## config.mk

```make
export PLATFORM = sky130hd
export DESIGN_NAME = scmp_seq_alu
export DESIGN_NICKNAME = d
export VERILOG_FILES = /design/src/rtl/scmp_seq_alu.sv
export SDC_FILE = /design/constraint.sdc
export NUM_CORES = 1
export LEC_CHECK = 0
export BUFFER_PORTS_ARGS = -buffer_cell sky130_fd_sc_hd__buf_2
export CORE_ASPECT_RATIO = 0.6
export CORE_MARGIN = 5
export CORE_UTILIZATION = 40
export CTS_CLUSTER_DIAMETER = 80
export DETAILED_ROUTE_END_ITERATION = 6
export GPL_TIMING_DRIVEN = 0
export PLACE_DENSITY = 0.62
export RECOVER_POWER = 50
export SETUP_SLACK_MARGIN = 0.02
export SLEW_MARGIN = 25
export SYNTH_ARGS = -nofsm -noshare
export SYNTH_HDL_FRONTEND = slang
export SYNTH_SLANG_ARGS = --single-unit
```

## constraint.sdc

```tcl
create_clock -name clk -period 1.2 [get_ports clk]
set_input_delay 0.12 -clock clk [delete_from_list [all_inputs] [get_ports clk]]
set_output_delay 0.12 -clock clk [all_outputs]
set_load 0.05 [all_outputs]
```

## src/rtl/scmp_seq_alu.sv

```systemverilog
// -----------------------------------------------------------------------------
// scmp_seq_alu
//   Registered, parametrised SC/MP-style ALU with a start/done handshake.
//   Single-cycle ops (AND/OR/XOR/ADD/RRL/INC/DEC/NUL/DAD/pass A) finish one
//   clock after the accepted start. MUL/DIV iterate one bit per clock and
//   finish WIDTH+1 clocks after the accepted start.
//
//   Build option: define SCMP_SEQ_ALU_MULDIV_EN to include the iterative
//   multiply/divide datapath. Without it, opcodes 9/10 behave as pass A.
//
// Ports:
//   clk      in   system clock, rising edge
//   rst_n    in   asynchronous active-low reset
//   start_i  in   launch op (ignored while busy_o=1)
//   op_i     in   opcode [3:0]
//   a_i      in   operand A (multiplicand / dividend)
//   b_i      in   operand B (multiplier / divisor)
//   cy_i     in   carry/link in
//   ov_i     in   overflow in
//   busy_o   out  iterative op in progress
//   done_o   out  one-cycle pulse, results valid
//   res_o    out  result (MUL low half, DIV quotient)
//   ext_o    out  MUL high half, DIV remainder, 0 otherwise
//   cy_o     out  carry out
//   hcy_o    out  half carry (carry out of bit 3 / BCD digit 0)
//   ov_o     out  overflow out
// -----------------------------------------------------------------------------
module scmp_seq_alu #(
    parameter int WIDTH = 8
) (
    input  logic             clk,
    input  logic             rst_n,
    input  logic             start_i,
    input  logic [3:0]       op_i,
    input  logic [WIDTH-1:0] a_i,
    input  logic [WIDTH-1:0] b_i,
    input  logic             cy_i,
    input  logic             ov_i,
    output logic             busy_o,
    output logic             done_o,
    output logic [WIDTH-1:0] res_o,
    output logic [WIDTH-1:0] ext_o,
    output logic             cy_o,
    output logic             hcy_o,
    output logic             ov_o
);

    localparam int NIB = WIDTH / 4;

    typedef enum logic [1:0] {
        IDLE = 2'd0,
        RUN  = 2'd1,
        FIN  = 2'd2
    } state_t;

    state_t           state_reg, state_next;
    logic [WIDTH-1:0] res_reg, ext_reg;
    logic             cy_reg, hcy_reg, ov_reg;
    logic             start_accept;
    logic             launch_run;

    // ---------------- single-cycle datapath ----------------
    logic [WIDTH:0]   add_sum;
    logic [4:0]       add_lo;
    logic [WIDTH-1:0] dad_res;
    logic             dad_cy, dad_hcy;
    logic [WIDTH-1:0] sc_res;
    logic             sc_cy, sc_hcy, sc_ov;

    assign add_sum = {1'b0, a_i} + {1'b0, b_i} + {{WIDTH{1'b0}}, cy_i};
    assign add_lo  = {1'b0, a_i[3:0]} + {1'b0, b_i[3:0]} + {4'b0, cy_i};

    // Decimal add: each digit sum above 9 is corrected by +6 and carries on.
    // Non-BCD digits simply follow the same rule.
    always_comb begin
        logic [4:0] nib;
        logic       c;
        dad_res = '0;
        dad_hcy = 1'b0;
        c       = cy_i;
        for (int i = 0; i < NIB; i++) begin
            nib = {1'b0, a_i[4*i +: 4]} + {1'b0, b_i[4*i +: 4]} + {4'b0, c};
            c   = (nib > 5'd9);
            dad_res[4*i +: 4] = c ? (nib[3:0] + 4'd6) : nib[3:0];
            if (i == 0) dad_hcy = c;
        end
        dad_cy = c;
    end

    always_comb begin
        sc_res = a_i;
        sc_cy  = cy_i;
        sc_hcy = 1'b0;
        sc_ov  = ov_i;
        case (op_i)
            4'd0: sc_res = a_i & b_i;
            4'd1: sc_res = a_i | b_i;
            4'd2: sc_res = a_i ^ b_i;
            4'd3: begin
                sc_res = add_sum[WIDTH-1:0];
                sc_cy  = add_sum[WIDTH];
                sc_hcy = add_lo[4];
                sc_ov  = (a_i[WIDTH-1] == b_i[WIDTH-1]) &&
                         (add_sum[WIDTH-1] != a_i[WIDTH-1]);
            end
            4'd4: begin
                sc_res = {cy_i, a_i[WIDTH-1:1]};
                sc_cy  = a_i[0];
            end
            4'd5: begin
                sc_res = a_i + 1'b1;
                sc_cy  = &a_i;
            end
            4'd6: begin
                sc_res = a_i - 1'b1;
                sc_cy  = ~|a_i;
            end
            4'd7: sc_res = b_i;
            4'd8: begin
                sc_res = dad_res;
                sc_cy  = dad_cy;
                sc_hcy = dad_hcy;
            end
            default: sc_res = a_i;
        endcase
    end

    // ---------------- iterative multiply / divide ----------------
`ifdef SCMP_SEQ_ALU_MULDIV_EN
    localparam int CNT_W = $clog2(WIDTH) + 1;

    logic [CNT_W-1:0] cnt_reg;
    logic [WIDTH-1:0] opb_reg;      // multiplicand (MUL) or divisor (DIV)
    logic             is_div_reg;
    logic [WIDTH:0]   mul_sum;
    logic [WIDTH:0]   div_shift;
    logic [WIDTH+1:0] div_diff;
    logic [WIDTH-1:0] step_res, step_ext;

    assign launch_run = (op_i == 4'd9) || (op_i == 4'd10);

    // MUL: {ext,res} is the product register; res starts as the multiplier and
    // its LSB selects whether the multiplicand is added before shifting right.
    // DIV: {ext,res} shifts left; ext holds the partial remainder and the
    // quotient bits enter at the bottom of res. A zero divisor never borrows,
    // which naturally yields quotient all-ones and remainder A.
    always_comb begin
        mul_sum   = {1'b0, ext_reg} + (res_reg[0] ? {1'b0, opb_reg} : '0);
        div_shift = {ext_reg, res_reg[WIDTH-1]};
        div_diff  = {1'b0, div_shift} - {2'b00, opb_reg};
        if (is_div_reg) begin
            if (div_diff[WIDTH+1]) begin
                step_ext = div_shift[WIDTH-1:0];
                step_res = {res_reg[WIDTH-2:0], 1'b0};
            end else begin
                step_ext = div_diff[WIDTH-1:0];
                step_res = {res_reg[WIDTH-2:0], 1'b1};
            end
        end else begin
            step_ext = mul_sum[WIDTH:1];
            step_res = {mul_sum[0], res_reg[WIDTH-1:1]};
        end
    end
`else
    assign launch_run = 1'b0;
`endif

    // ---------------- control ----------------
    assign start_accept = start_i && (state_reg != RUN);

    always_comb begin
        state_next = state_reg;
        case (state_reg)
            IDLE: if (start_i) state_next = launch_run ? RUN : FIN;
            FIN:  state_next = start_i ? (launch_run ? RUN : FIN) : IDLE;
`ifdef SCMP_SEQ_ALU_MULDIV_EN
            RUN:  if (cnt_reg == CNT_W'(1)) state_next = FIN;
`else
            RUN:  state_next = IDLE;
`endif
            default: state_next = IDLE;
        endcase
    end

    always_ff @(posedge clk or negedge rst_n) begin
        if (!rst_n) begin
            state_reg  <= IDLE;
            res_reg    <= '0;
            ext_reg    <= '0;
            cy_reg     <= 1'b0;
            hcy_reg    <= 1'b0;
            ov_reg     <= 1'b0;
`ifdef SCMP_SEQ_ALU_MULDIV_EN
            cnt_reg    <= '0;
            opb_reg    <= '0;
            is_div_reg <= 1'b0;
`endif
        end else begin
            state_reg <= state_next;
            if (start_accept) begin
`ifdef SCMP_SEQ_ALU_MULDIV_EN
                if (launch_run) begin
                    res_reg    <= (op_i == 4'd10) ? a_i : b_i;
                    opb_reg    <= (op_i == 4'd10) ? b_i : a_i;
                    is_div_reg <= (op_i == 4'd10);
                    ext_reg    <= '0;
                    cy_reg     <= cy_i;
                    hcy_reg    <= 1'b0;
                    ov_reg     <= ov_i;
                    cnt_reg    <= CNT_W'(WIDTH);
                end else
`endif
                begin
                    res_reg <= sc_res;
                    ext_reg <= '0;
                    cy_reg  <= sc_cy;
                    hcy_reg <= sc_hcy;
                    ov_reg  <= sc_ov;
                end
            end
`ifdef SCMP_SEQ_ALU_MULDIV_EN
            else if (state_reg == RUN) begin
                res_reg <= step_res;
                ext_reg <= step_ext;
                cnt_reg <= cnt_reg - CNT_W'(1);
                if (cnt_reg == CNT_W'(1)) begin
                    if (is_div_reg) begin
                        cy_reg <= ~|opb_reg;
                        ov_reg <= ~|opb_reg;
                    end else begin
                        cy_reg <= |step_ext;
                    end
                end
            end
`endif
        end
    end

    assign busy_o = (state_reg == RUN);
    assign done_o = (state_reg == FIN);
    assign res_o  = res_reg;
    assign ext_o  = ext_reg;
    assign cy_o   = cy_reg;
    assign hcy_o  = hcy_reg;
    assign ov_o   = ov_reg;

endmodule

```

# [Word-level counts from Yosys, hierarchy flattened]
# Cells that the tools add are included.
[word_totals] ff_bits=13 latchBits=0 ram_bits=0 mem_bits_ro=0 inputBits=25 out_inout_bits=21 wordCells=50 mem_count=0
[op_classes] add_sub_neg=10 multipliers=0 n_div=0 magnitude_cmp=2 n_eq_ne=14 shift=0 n_mux=9 n_bitwise=3 reduce_logical=7
[ops] operator="8-bit one-hot mux with 9 select lines" count=1
[ops] operator="4-bit by 3-bit == test with 1-bit output (second input constant)" count=4
[ops] operator="4-bit by 4-bit adder with 5-bit output" count=2
[ops] operator="5-bit by 1-bit adder with 5-bit output" count=2
[ops] operator="5-bit by 4-bit greater-than comparator with 1-bit output (second input constant)" count=2
[ops] operator="8-bit by 8-bit adder with 9-bit output" count=1
[ops] operator="9-bit by 1-bit adder with 9-bit output" count=1
[ops] operator="4-bit by 3-bit adder with 4-bit output (second input constant)" count=2
[ops] operator="8-bit by 1-bit adder with 8-bit output (second input constant)" count=1
[ops] operator="8-bit AND" count=1
[ops] operator="4-bit by 2-bit == test with 1-bit output (second input constant)" count=2
[ops] operator="4-bit two-way mux" count=2
[ops] operator="8-bit bitwise OR" count=1
[ops] operator="8-bit AND reduction" count=1
[ops] operator="8-bit OR reduction" count=1
[ops] operator="8-bit by 1-bit subtractor with 8-bit output (second input constant)" count=1
[ops] operator="8-bit bitwise XOR" count=1
[ops] operator="1-bit one-hot mux with 5 select lines" count=1
[ops] operator="4-bit by 1-bit == test with 1-bit output (second input constant)" count=1
[ops] operator="4-bit == test (second input constant)" count=1
[ops] operator="4-bit logical NOT" count=1
[ops] operator="2-bit two-way mux" count=2
[ops] operator="2-bit one-hot mux with 2 select lines" count=1
[ops] operator="2-bit by 1-bit == test with 1-bit output (second input constant)" count=1
[ops] operator="other kinds (10)" count=11

# [Logic depth before layout (Yosys ltp)]
# Gate-level depths: netlist of run 1.
[logic_depth] depth_word=7 mapped_depth=16 mapped_depth_nobuf=15

# [Worst setup path after synthesis of run 1]
# Ideal clock, no wire load.
[synth_path] path_type="input -> register" start="input a_i[0]" end="register res_reg[6], in the netlist res_o[6]" setup_ns=0.132 arrival_ns=3.190 t_required_ns=1.068 path_slack_ns=-2.122 stages=14 n_path_buf=0 path_cell_list="fa_1 -> a21o_1 -> a21o_1 -> maj3_1 -> nor2_2 -> fa_1 -> inv_1 -> fa_1 -> xnor2_1 -> ha_1 -> nand2_1 -> and4b_1 -> o31ai_1 -> a31oi_1"
[synth_via] elab_chain_len=7 elab_cells_between_ends=12 cone_classes="add/sub: 8; order compare: 2; mux: 2"
[synth_rtl] element="start: declaration" line="35" rtl="input logic [WIDTH-1:0] a_i,"
[synth_rtl] element="4-bit by 4-bit adder with 5-bit output" line="82" rtl="nib = {1'b0, a_i[4*i +: 4]} + {1'b0, b_i[4*i +: 4]} + {4'b0, c};"
[synth_rtl] element="5-bit by 1-bit adder with 5-bit output" line="82"
[synth_rtl] element="5-bit by 4-bit greater-than comparator with 1-bit output" line="83" rtl="c = (nib > 5'd9);"
[synth_rtl] element="5-bit by 1-bit adder with 5-bit output" line="82"
[synth_rtl] element="4-bit by 3-bit adder with 4-bit output / 5-bit by 4-bit greater-than comparator with 1-bit output (equally long branches)" line="84, 83"
[synth_rtl] element="4-bit two-way mux" line="84" rtl="dad_res[4*i +: 4] = c ? (nib[3:0] + 4'd6) : nib[3:0];"
[synth_rtl] element="8-bit one-hot mux with 9 select lines *" line="95" rtl="case (op_i)"
[synth_rtl] element="end signal: assignment" line="214" rtl="res_reg <= sc_res;"
[synth_rtl] element="end: declaration" line="57" rtl="logic [WIDTH-1:0] res_reg, ext_reg;"
# Mark *: on every way between the ends. The rest lies on a longest branch, timed or not.
# A chain may end at the register's enable or synchronous reset.

# [Worst setup path in the final report of run 1]
[layout_path] start="input cy_i" end="register res_reg[6], in the netlist res_o[6]"
[layout_via] elab_chain_len=6 elab_cells_between_ends=8 cone_classes="add/sub: 4; order compare: 2; mux: 2"
[layout_rtl] element="start: declaration" line="37" rtl="input logic cy_i,"
[layout_rtl] element="5-bit by 1-bit adder with 5-bit output" line="82"
[layout_rtl] element="5-bit by 4-bit greater-than comparator with 1-bit output" line="83"
[layout_rtl] element="5-bit by 1-bit adder with 5-bit output" line="82"
[layout_rtl] element="4-bit by 3-bit adder with 4-bit output / 5-bit by 4-bit greater-than comparator with 1-bit output (equally long branches)" line="84, 83"
[layout_rtl] element="4-bit two-way mux" line="84"
[layout_rtl] element="8-bit one-hot mux with 9 select lines *" line="95"
# Marks and branches as above.

==> impl_metrics.tcl, run 1 <==
set metrics [dict create \
    overall_global_routing_usage_pct 23.1 \
    flip_flop_cell_with_the_highest_count_after_synthesis "sky130_fd_sc_hd__dfrtp_1" \
    post-synth-top-area-cell "sky130_fd_sc_hd__dfrtp_1" \
    floorplan.initialDensity_pct 41.8 \
    cts-root-to-sink-buffers 2 \
    tritoncts_buffers 3 \
    final_util_pct 60.0 \
    antenna_found_initial 0 \
    antenna_cells 0 \
    critical_path_peak_fanout 3 \
    synth.avg_cell_area_sq_um 7.20 \
    cts.htree.levels 1 \
    cellLeakagePower_uw 0.00148 \
    setup_viol_count_final 11 \
    syn-cell-area_sq_mm 0.00236 \
    hp-class "primary input to register" \
    cp_data_required_time_ns 1.32 \
    final_layout_size_suffix_gt1_share_pct 34.8 \
    cts-root-buf "sky130_fd_sc_hd__clkbuf_8" \
    area_share_of_the_largest_cell_type_after_synthesis_pct 12.7 \
    insertion_delay_ns 0.25 \
    synth.area.top_cells "sky130_fd_sc_hd__dfrtp_1 (13%), sky130_fd_sc_hd__ha_1 (13%), sky130_fd_sc_hd__a21oi_1 (6.8%)" \
    postSynthRegisterBits 12 \
    grt_setup_unrepaired "yes" \
    portBuffers 35 \
    final_critical_path_time_including_i_o_delays_and_setup_ns 3.21 \
    synth_warnings 0 \
    period_share_pct 267 \
    achievable-frequency_mhz 312 \
    tightest_slew_ns 0.648 \
    area_growth_syn_to_layout_pct 43.4 \
    pin_count 46 \
    crit_path_max_incr_delay_ns 0.54 \
    cts.sinks 12 \
    dr.first_iter.drc_count 376 \
    grt_pass1_vias 2675 \
    largest_reg_flops 8 \
    floorplan.die_area_sq_mm 0.00759 \
    postRouteWirelength_um 8750 \
    synth.distinct_cells 59 \
    setup.worst_path.end_class "register" \
    startpoint_class "primary input" \
    commonest_cells_after_routing_fill_and_taps_aside "sky130_fd_sc_hd__buf_4 (32), sky130_fd_sc_hd__nor2_1 (29), sky130_fd_sc_hd__buf_2 (26), sky130_fd_sc_hd__a21oi_1 (25), sky130_fd_sc_hd__nand2_1 (20)" \
    crit_type "primary input to register" \
    peakVddDrop_mv 0.511 \
    finalClockSkew_ns 0 \
    arrival_time_of_the_worst_setup_path_ns 3.33 \
    number_of_remaining_drc_errors 0 \
    multi_input_comb_area_sq_mm 0.00217 \
    violated_checks "negative setup slack" \
    critical_path.most_common_cell "sky130_fd_sc_hd__fa_2" \
    floorplan.rows 21 \
    clock_slew_at_reported_path_ffs_ns 0.06 \
    number_of_max_capacitance_violations_reported 0 \
    core_region_area_sq_mm 0.00565 \
    hold_violations 0 \
    drt_first_pass_iters 5 \
    cpMaxStageDelayCell "sky130_fd_sc_hd__fa_2" \
    preCtsSetupSlack_ns -2.62 \
    postLayoutSetupSlackWorst_ns -2.01 \
    timing.max_slew.rel_slack_pct 56.8 \
    hpwl_um 6740 \
    path_cells "buf_8 > fa_2 > buf_6 > o31a_1 > maj3_2 > nor2_4 > fa_2 > inv_2 > fa_2 > inv_2 > ha_4 > and4b_1 > o31ai_2 > a31oi_1" \
    finalMaxSlewViolations 0 \
    synth_enable_flop_cells 0 \
    outcome "finished, violations left" \
    layout.cells.most_common "sky130_fd_sc_hd__buf_4" \
    postSynth.asyncResetShare_pct 100 \
    grt_start_max_net_pins 13 \
    power-per-cell-area_mw_per_mm2 838 \
    netlist_instances 328 \
    global_route.overflow_total 0 \
    ant_nets 0 \
    grt_pass1_wl_um 13900 \
    layout.filler_cells 525 \
    area.sequential_sq_um 300 \
    tritoncts "done" \
    vias 2813 \
    chipHeight_um 69.5 \
    synth-seq-area-share_pct 12.7 \
    ratio_of_routed_vias_to_standard_cells 5.86 \
    fp.dieW_um 109 \
    avgRoutedWirePerCell_um 18.2 \
    place.gp.congestion 1.00 \
    num-nets-final 454 \
]
-- synth_stat cells (4+ instances only) --
cell type	count
sky130_fd_sc_hd__a22oi_1	4
sky130_fd_sc_hd__and2_1	4
sky130_fd_sc_hd__buf_4	9
sky130_fd_sc_hd__a21o_1	6
sky130_fd_sc_hd__nor4_1	5
sky130_fd_sc_hd__ha_1	24
sky130_fd_sc_hd__clkbuf_1	14
sky130_fd_sc_hd__a211oi_1	11
sky130_fd_sc_hd__nand2_1	22
sky130_fd_sc_hd__dfrtp_1	12
sky130_fd_sc_hd__fa_1	4
sky130_fd_sc_hd__inv_1	23
sky130_fd_sc_hd__a31oi_1	6
sky130_fd_sc_hd__o21ai_0	23
sky130_fd_sc_hd__mux2i_1	4
sky130_fd_sc_hd__nor3_1	8
sky130_fd_sc_hd__o21bai_1	5
sky130_fd_sc_hd__buf_2	4
sky130_fd_sc_hd__nand3_1	7
sky130_fd_sc_hd__a21oi_1	32
sky130_fd_sc_hd__xnor2_1	15
sky130_fd_sc_hd__nor2_1	30
-- power by group --
group,leakage [uW],internal [uW],switching (uW),total (uW)
Sequential,0.000138,460,26.2,486
Clock,0.0000288,291,164,455
Combinational,0.00131,789,1110,1900
-- critical path: cells and delay by family --
family / cells / cell delay, ns
fa+ha+maj: 5 / 1.81
simple gates: 2 / 0.36
buf+inv: 4 / 0.32
compound gates: 3 / 0.72
-- final timing paths --
kind / from / end / slack, ns / depth (start not counted)
max: cy_i / res_o[6] / -2.01 / 14
min: ov_i / ov_o / 0.20 / 3
max reg2reg: res_o[5] / res_o[5] / 0.05 / 5
min reg2reg: res_o[0] / res_o[0] / 0.50 / 1
max in group asynchronous: rst_n / ov_o / 0.37 / 2
min in group asynchronous: rst_n / res_o[0] / 0.41 / 2
-- cell families after synthesis --
kind of cell | synth area share [%]
buffers and inverters | 9.90
DFF | 12.7
AOI/OAI and AO/OA | 31.9
other | 0.159
xor gates and xnor gates | 6.30
muxes | 2.65
and+or+nand+nor | 19.9
adders and majority gates | 16.5
-- through the flow --
stage | total power (uW) | area, sq um | hold slack, ns | cells | setup TNS (ns)
after detailed placement | 2000 | 2770 | 0.0122 | 451 | -17.67
after floorplan | 1600 | 2500 | -0.176 | 336 | -11.52
final | 2840 | 3390 | 0.199 | 480 | -12.38
after global placement | 1970 | 2770 | 0.0127 | 451 | -17.53
after global routing | 3010 | 3390 | 0.245 | 480 | -13.29
after CTS | 2650 | 3180 | 0.181 | 471 | -11.90
-- per-layer routing --
metal	vias up	track usage (%)	share of wire, %
met5	-	0	0
met4	0	4.29	1.6
met3	16	6.05	12
met2	156	34.1	41
met1	1316	33.8	45
li1	1325	-	-
-- final cells by class --
class / instances / share of cell area, %
Clock buffer: 4 / 1.63
Timing Repair Buffer: 61 / 13.9
Buffer: 28 / 6.13
Inverter: 23 / 2.55
Tap cell: 80 / 2.96
Multi-Input combinational cell: 272 / 64.0
Sequential cell: 12 / 8.87
-- repair_timing --
action | CTS | global route
pin swaps | 25 | 25
setup buffers | 16 | 9
setup endpoints to repair | 11 | 11
resized for setup | 57 | 35
hold buffers | 1 | 0
endpoints found under the hold margin | 12 | 0
Power figures use the tool's default switching activity.
==> inputs of run 2 (changes only) <==
--- a/config.mk
+++ b/config.mk
@@ -6,8 +6,7 @@
 export NUM_CORES = 1
 export LEC_CHECK = 0
 export BUFFER_PORTS_ARGS = -buffer_cell sky130_fd_sc_hd__buf_2
-export CORE_ASPECT_RATIO = 0.6
-export CORE_MARGIN = 5
+export CORE_MARGIN = 2
 export CORE_UTILIZATION = 40
 export CTS_CLUSTER_DIAMETER = 80
 export DETAILED_ROUTE_END_ITERATION = 6
==> impl_metrics.tcl, run 2 (synthesis gave the netlist of run 1 again) <==
set metrics [dict create \
    clock_slew_at_reported_path_ffs_ns 0.05 \
    num-nets-final 461 \
    dr.first_iter.drc_count 369 \
    cts-root-to-sink-buffers 2 \
    hold_ws_ns 0.234 \
    area.sequential_sq_um 300 \
    core_region_area_sq_mm 0.00561 \
    timing.critical_path.buf_inv 3 \
    achievable-frequency_mhz 322 \
    place.gp.congestion 0.885 \
    hpwl_um 5980 \
    setup_viol_count_final 11 \
    timing.max_slew.rel_slack_pct 57.1 \
    clock_power_share_pct 15.2 \
    dpl-instance-area_sq_mm 0.00276 \
    period_share_pct 259 \
    cellLeakagePower_uw 0.00152 \
    pin_count 46 \
    layout.filler_cells 517 \
    commonest_cells_after_routing_fill_and_taps_aside "sky130_fd_sc_hd__buf_4 (34), sky130_fd_sc_hd__nor2_1 (29), sky130_fd_sc_hd__a21oi_1 (28), sky130_fd_sc_hd__buf_2 (26)" \
    cell_internal_pwr_uw 1550 \
    arrival_time_of_the_worst_setup_path_ns 3.20 \
    avgRoutedWirePerCell_um 18.5 \
    area_growth_syn_to_layout_pct 46.5 \
    grt_setup_unrepaired "yes" \
    peakVddDrop_mv 0.762 \
    largest_reg_flops 8 \
    tritoncts_buffers 3 \
    tritoncts "done" \
    setup.worst_path.end_class "register" \
    global_route.overflow_total 0 \
    fp.dieW_um 80.9 \
    cts.sinks 12 \
    cpMaxStageDelayCell "sky130_fd_sc_hd__fa_2" \
    multi_input_comb_area_sq_mm 0.00215 \
    combinationalPowerShare_pct 67.6 \
    critical_path.most_common_cell "sky130_fd_sc_hd__fa_2" \
    tightest_slew_ns 0.628 \
    vias 2876 \
    final_layout_size_suffix_gt1_share_pct 34.9 \
    postLayoutSetupSlackWorst_ns -1.91 \
    number_of_max_capacitance_violations_reported 0 \
    cts-root-buf "sky130_fd_sc_hd__clkbuf_8" \
    layout.cells.most_common "sky130_fd_sc_hd__buf_4" \
    ant_nets 0 \
    grt_pass1_vias 2719 \
    outcome "finished, violations left" \
    floorplan.die_area_sq_mm 0.00654 \
    crit_type "primary input to register" \
    stdcell_area_sq_mm 0.00346 \
    portBuffers 35 \
    sw_frac_of_total_pct 45.2 \
    overall_global_routing_usage_pct 27.1 \
    power-per-cell-area_mw_per_mm2 817 \
    critical_path_peak_fanout 3 \
    path_cells "buf_8 > fa_2 > a21o_1 > a21o_1 > maj3_2 > nor2_4 > fa_2 > inv_2 > fa_2 > inv_2 > ha_4 > o21bai_1 > mux2_4 > a21oi_2 > a31oi_1" \
    cts.htree.levels 1 \
    violated_checks "negative setup slack" \
    postRouteWirelength_um 8850 \
    antenna_found_initial 0 \
    number_of_remaining_drc_errors 0 \
    drt_first_pass_iters 5 \
    hp-class "primary input to register" \
    crit_path_max_incr_delay_ns 0.54 \
    timing.critical_path.max_delay_family "adder cells" \
    floorplan.initialDensity_pct 42.1 \
    chipHeight_um 80.9 \
    floorplan.rows 27 \
    net-switching-power_uw 1280 \
    cp_data_required_time_ns 1.29 \
    final_critical_path_time_including_i_o_delays_and_setup_ns 3.11 \
    pwr-share-seq_pct 17.2 \
    grt_pass1_wl_um 13700 \
    finalClockSkew_ns 0 \
    hold_violations 0 \
    grt_start_max_net_pins 13 \
    finalMaxSlewViolations 0 \
    antenna_cells 0 \
    insertion_delay_ns 0.23 \
    startpoint_class "primary input" \
    ratio_of_routed_vias_to_standard_cells 6.00 \
]
-- run 2: power by group through the flow --
| stage | clock network [uW] | logic, uW | registers, uW |
|---|---|---|---|
| after floorplan | 0 | 913 | 689 |
| after CTS | 445 | 1760 | 489 |
| final | 429 | 1910 | 488 |
| after detailed placement | 0 | 1480 | 496 |
| after global routing | 472 | 2040 | 494 |
| after global placement | 0 | 1470 | 491 |
-- run 2: area by class of cell --
cell class / instances / area share, %
buffer: 27 / 6.00
clock buffer: 4 / 1.59
inverter: 23 / 2.57
multi-input combinational: 272 / 62.1
sequential: 12 / 8.68
tap: 72 / 2.60
timing repair buffer: 69 / 16.5
-- run 2: final timing paths --
path / from / to / slack [ns] / depth (start not counted)
setup / recovery: b_i[0] / res_o[7] / -1.91 / 15
hold / removal: ov_i / ov_o / 0.23 / 3
setup reg to reg: res_o[5] / res_o[5] / 0.08 / 5
hold reg to reg: res_o[0] / res_o[0] / 0.50 / 1
max in group asynchronous: rst_n / hcy_o / 0.35 / 2
min in group asynchronous: rst_n / res_o[2] / 0.43 / 2
-- run 2: per-layer routing --
layer	track usage (%)	vias up	part of all wire [%]	wire length (um)
met5	0	-	0	0
li1	-	1336	-	-
met1	36.4	1316	43	3830
met2	45.0	190	46	4090
met3	2.22	34	7.6	676
met4	10.3	0	2.9	259
-- run 2: metrics by stage --
step / cells / total power (uW) / util [%] / worst slack [ns] / TNS (ns)
floorplan: 336 / 1600 / - / -1.94 / -11.52
global placement: 443 / 1960 / 49.3 / -2.47 / -17.07
detailed placement: 443 / 1970 / 49.3 / -2.47 / -17.06
CTS: 472 / 2700 / 59.4 / -1.89 / -13.10
global route: 479 / 3010 / 61.7 / -2.01 / -14.48
finish: 479 / 2830 / 61.7 / -1.91 / -13.73
-- run 2: what timing repair did --
item / CTS / global route
endpoints found under the hold margin: 12 / 0
setup buffers: 25 / 8
hold buffers: 1 / 0
resized for setup: 79 / 19
pin swaps: 35 / 26
setup endpoints to repair: 11 / 11
-- run 2: worst reg2reg max path: cells and delay by family, from the launching register on --
family           cells  cell delay, ns
AO/OA/AOI/OAI        3            0.33
flip-flops           1            0.39
AND/OR/NAND/NOR      2            0.29
==> inputs of run 3 (changes only) <==
--- a/config.mk
+++ b/config.mk
@@ -5,13 +5,13 @@
 export SDC_FILE = /design/constraint.sdc
 export NUM_CORES = 1
 export LEC_CHECK = 0
-export BUFFER_PORTS_ARGS = -buffer_cell sky130_fd_sc_hd__buf_2
-export CORE_MARGIN = 2
+export CORE_MARGIN = 3
 export CORE_UTILIZATION = 40
 export CTS_CLUSTER_DIAMETER = 80
 export DETAILED_ROUTE_END_ITERATION = 6
+export DONT_BUFFER_PORTS = 1
 export GPL_TIMING_DRIVEN = 0
-export PLACE_DENSITY = 0.62
+export PLACE_DENSITY = 0.63
 export RECOVER_POWER = 50
 export SETUP_SLACK_MARGIN = 0.02
 export SLEW_MARGIN = 25
==> impl_metrics.tcl, run 3 (synthesis gave the netlist of run 1 again) <==
set metrics [dict create \
    chipHeight_um 82.9 \
    setup.worst_path.end_class "register" \
    commonest_cells_after_routing_fill_and_taps_aside "sky130_fd_sc_hd__nor2_1 (30), sky130_fd_sc_hd__a21oi_1 (27), sky130_fd_sc_hd__buf_4 (22), sky130_fd_sc_hd__ha_1 (20)" \
    avgRoutedWirePerCell_um 18.1 \
    layout.cells.most_common "sky130_fd_sc_hd__nor2_1" \
    fp.dieW_um 82.9 \
    insertion_delay_ns 0.23 \
    grt_pass1_vias 2317 \
    startpoint_class "primary input" \
    cp_data_required_time_ns 1.29 \
    cts.htree.levels 1 \
    finalClockSkew_ns 0 \
    sw_frac_of_total_pct 45.5 \
    dr.first_iter.drc_count 245 \
    drt_first_pass_iters 5 \
    arrival_time_of_the_worst_setup_path_ns 3.05 \
    global_route.overflow_total 0 \
    final_layout_size_suffix_gt1_share_pct 22.9 \
    antenna_cells 0 \
    grt_start_max_net_pins 13 \
    combinationalPowerShare_pct 54.1 \
    timing.max_slew.rel_slack_pct 60.4 \
    overall_global_routing_usage_pct 21.1 \
    preCtsSetupSlack_ns -2.24 \
    achievable-frequency_mhz 338 \
    tightest_slew_ns 0.579 \
    floorplan.rows 27 \
    antenna_found_initial 0 \
    pwr-share-seq_pct 28.4 \
    path_cells "fa_2 > a21o_1 > a21o_1 > maj3_2 > nor2_4 > fa_2 > inv_2 > fa_2 > inv_2 > ha_4 > o21bai_1 > mux2_4 > a21oi_2 > a31oi_1" \
    largest_reg_flops 8 \
    num-nets-final 407 \
    clock_power_share_pct 17.5 \
    hold_ws_ns 0.126 \
    crit_type "primary input to register" \
    ratio_of_routed_vias_to_standard_cells 6.04 \
    setup_viol_count_final 10 \
    floorplan.initialDensity_pct 42.1 \
    cellLeakagePower_uw 0.00122 \
    final_util_pct 51.6 \
    cts-root-buf "sky130_fd_sc_hd__clkbuf_8" \
    hold_violations 0 \
    hp-class "primary input to register" \
    net-switching-power_uw 1110 \
    crit_path_max_incr_delay_ns 0.53 \
    timing.rr.start "res_o[5]" \
    peakVddDrop_mv 0.855 \
    area.sequential_sq_um 300 \
    postRouteWirelength_um 7670 \
    area_growth_syn_to_layout_pct 22.5 \
    critical_path.most_common_cell "sky130_fd_sc_hd__fa_2" \
    timing.critical_path.max_delay_family "adder cells" \
    number_of_remaining_drc_errors 0 \
    number_of_max_capacitance_violations_reported 0 \
    critical_path_peak_fanout 4 \
    grt_pass1_wl_um 12000 \
    cell_internal_pwr_uw 1330 \
    timing.critical_path.buf_inv 2 \
    final_critical_path_time_including_i_o_delays_and_setup_ns 2.96 \
    crit_start "cy_i" \
    vias 2565 \
    layout.filler_cells 557 \
    core_region_area_sq_mm 0.00561 \
    power-per-cell-area_mw_per_mm2 845 \
    cts.sinks 12 \
    ant_nets 0 \
    period_share_pct 247 \
    cts-root-to-sink-buffers 2 \
    clock_slew_at_reported_path_ffs_ns 0.05 \
    finalMaxSlewViolations 0 \
    tritoncts "done" \
    holdCritStartpoint "a_i[3]" \
    postLayoutSetupSlackWorst_ns -1.76 \
    violated_checks "negative setup slack" \
    hpwl_um 5840 \
    portBuffers 0 \
    tritoncts_buffers 3 \
    cpMaxStageDelayCell "sky130_fd_sc_hd__fa_2" \
    outcome "finished, violations left" \
    overall_power_uw 2440 \
    grt_setup_unrepaired "yes" \
    multi_input_comb_area_sq_mm 0.00208 \
    floorplan.die_area_sq_mm 0.00686 \
    place.gp.congestion 0.922 \
    pin_count 46 \
]
-- run 3: changes by cell type in the layout (fill, tap and decap cells not counted), sizes merged --
cell,change
buf,-52
clkbuf,-2
-- run 3: final timing paths --
check / depth (start not counted) / slack (ns) / end
max: 14 / -1.76 / res_o[7]
min: 2 / 0.13 / res_o[3]
max reg2reg: 5 / -0.20 / res_o[5]
min reg2reg: 2 / 0.79 / res_o[3]
max in group asynchronous: 1 / 0.55 / res_o[6]
min in group asynchronous: 1 / 0.30 / res_o[2]
-- run 3: layout make-up --
cell class	instances	area share, %
multi-input cells	272	71.9
flip-flops and latches	12	10.4
well taps	72	3.11
repair buffers	14	3.98
clock buffers	4	1.90
inverters	23	2.98
plain buffers	28	5.79
-- run 3: metal layers --
metal  up-vias  GRT usage [%]  routed length [um]
met4         0           4.31                  62
met3         8           2.58                 806
met2       142           33.5                3490
met1      1180           30.5                3310
li1       1235              -                   -
met5         -              0                   0
-- run 3: stage by stage --
step	TNS (ns)	cell area (sq um)	cells
6_report	-9.96	2890	425
5_1_grt	-10.63	2890	425
4_1_cts	-9.73	2830	423
3_5_place_dp	-14.43	2590	408
3_3_place_gp	-14.40	2590	408
2_1_floorplan	-11.52	2500	336
-- run 3: what timing repair did --
item,4_1_cts,5_1_grt
hold buffers,1,0
pin swaps,26,6
setup buffers,12,2
endpoints found under the hold margin,12,0
setup endpoints to repair,11,11
gates resized for setup,25,17
-- run 3: power groups by stage --
| stage | registers [uW] | logic [uW] | clock network (uW) |
|---|---|---|---|
| after floorplan | 689 | 913 | 0 |
| after global placement | 699 | 1100 | 0 |
| after detailed placement | 703 | 1110 | 0 |
| after CTS | 695 | 1260 | 443 |
| after global routing | 700 | 1440 | 469 |
| final | 693 | 1320 | 428 |
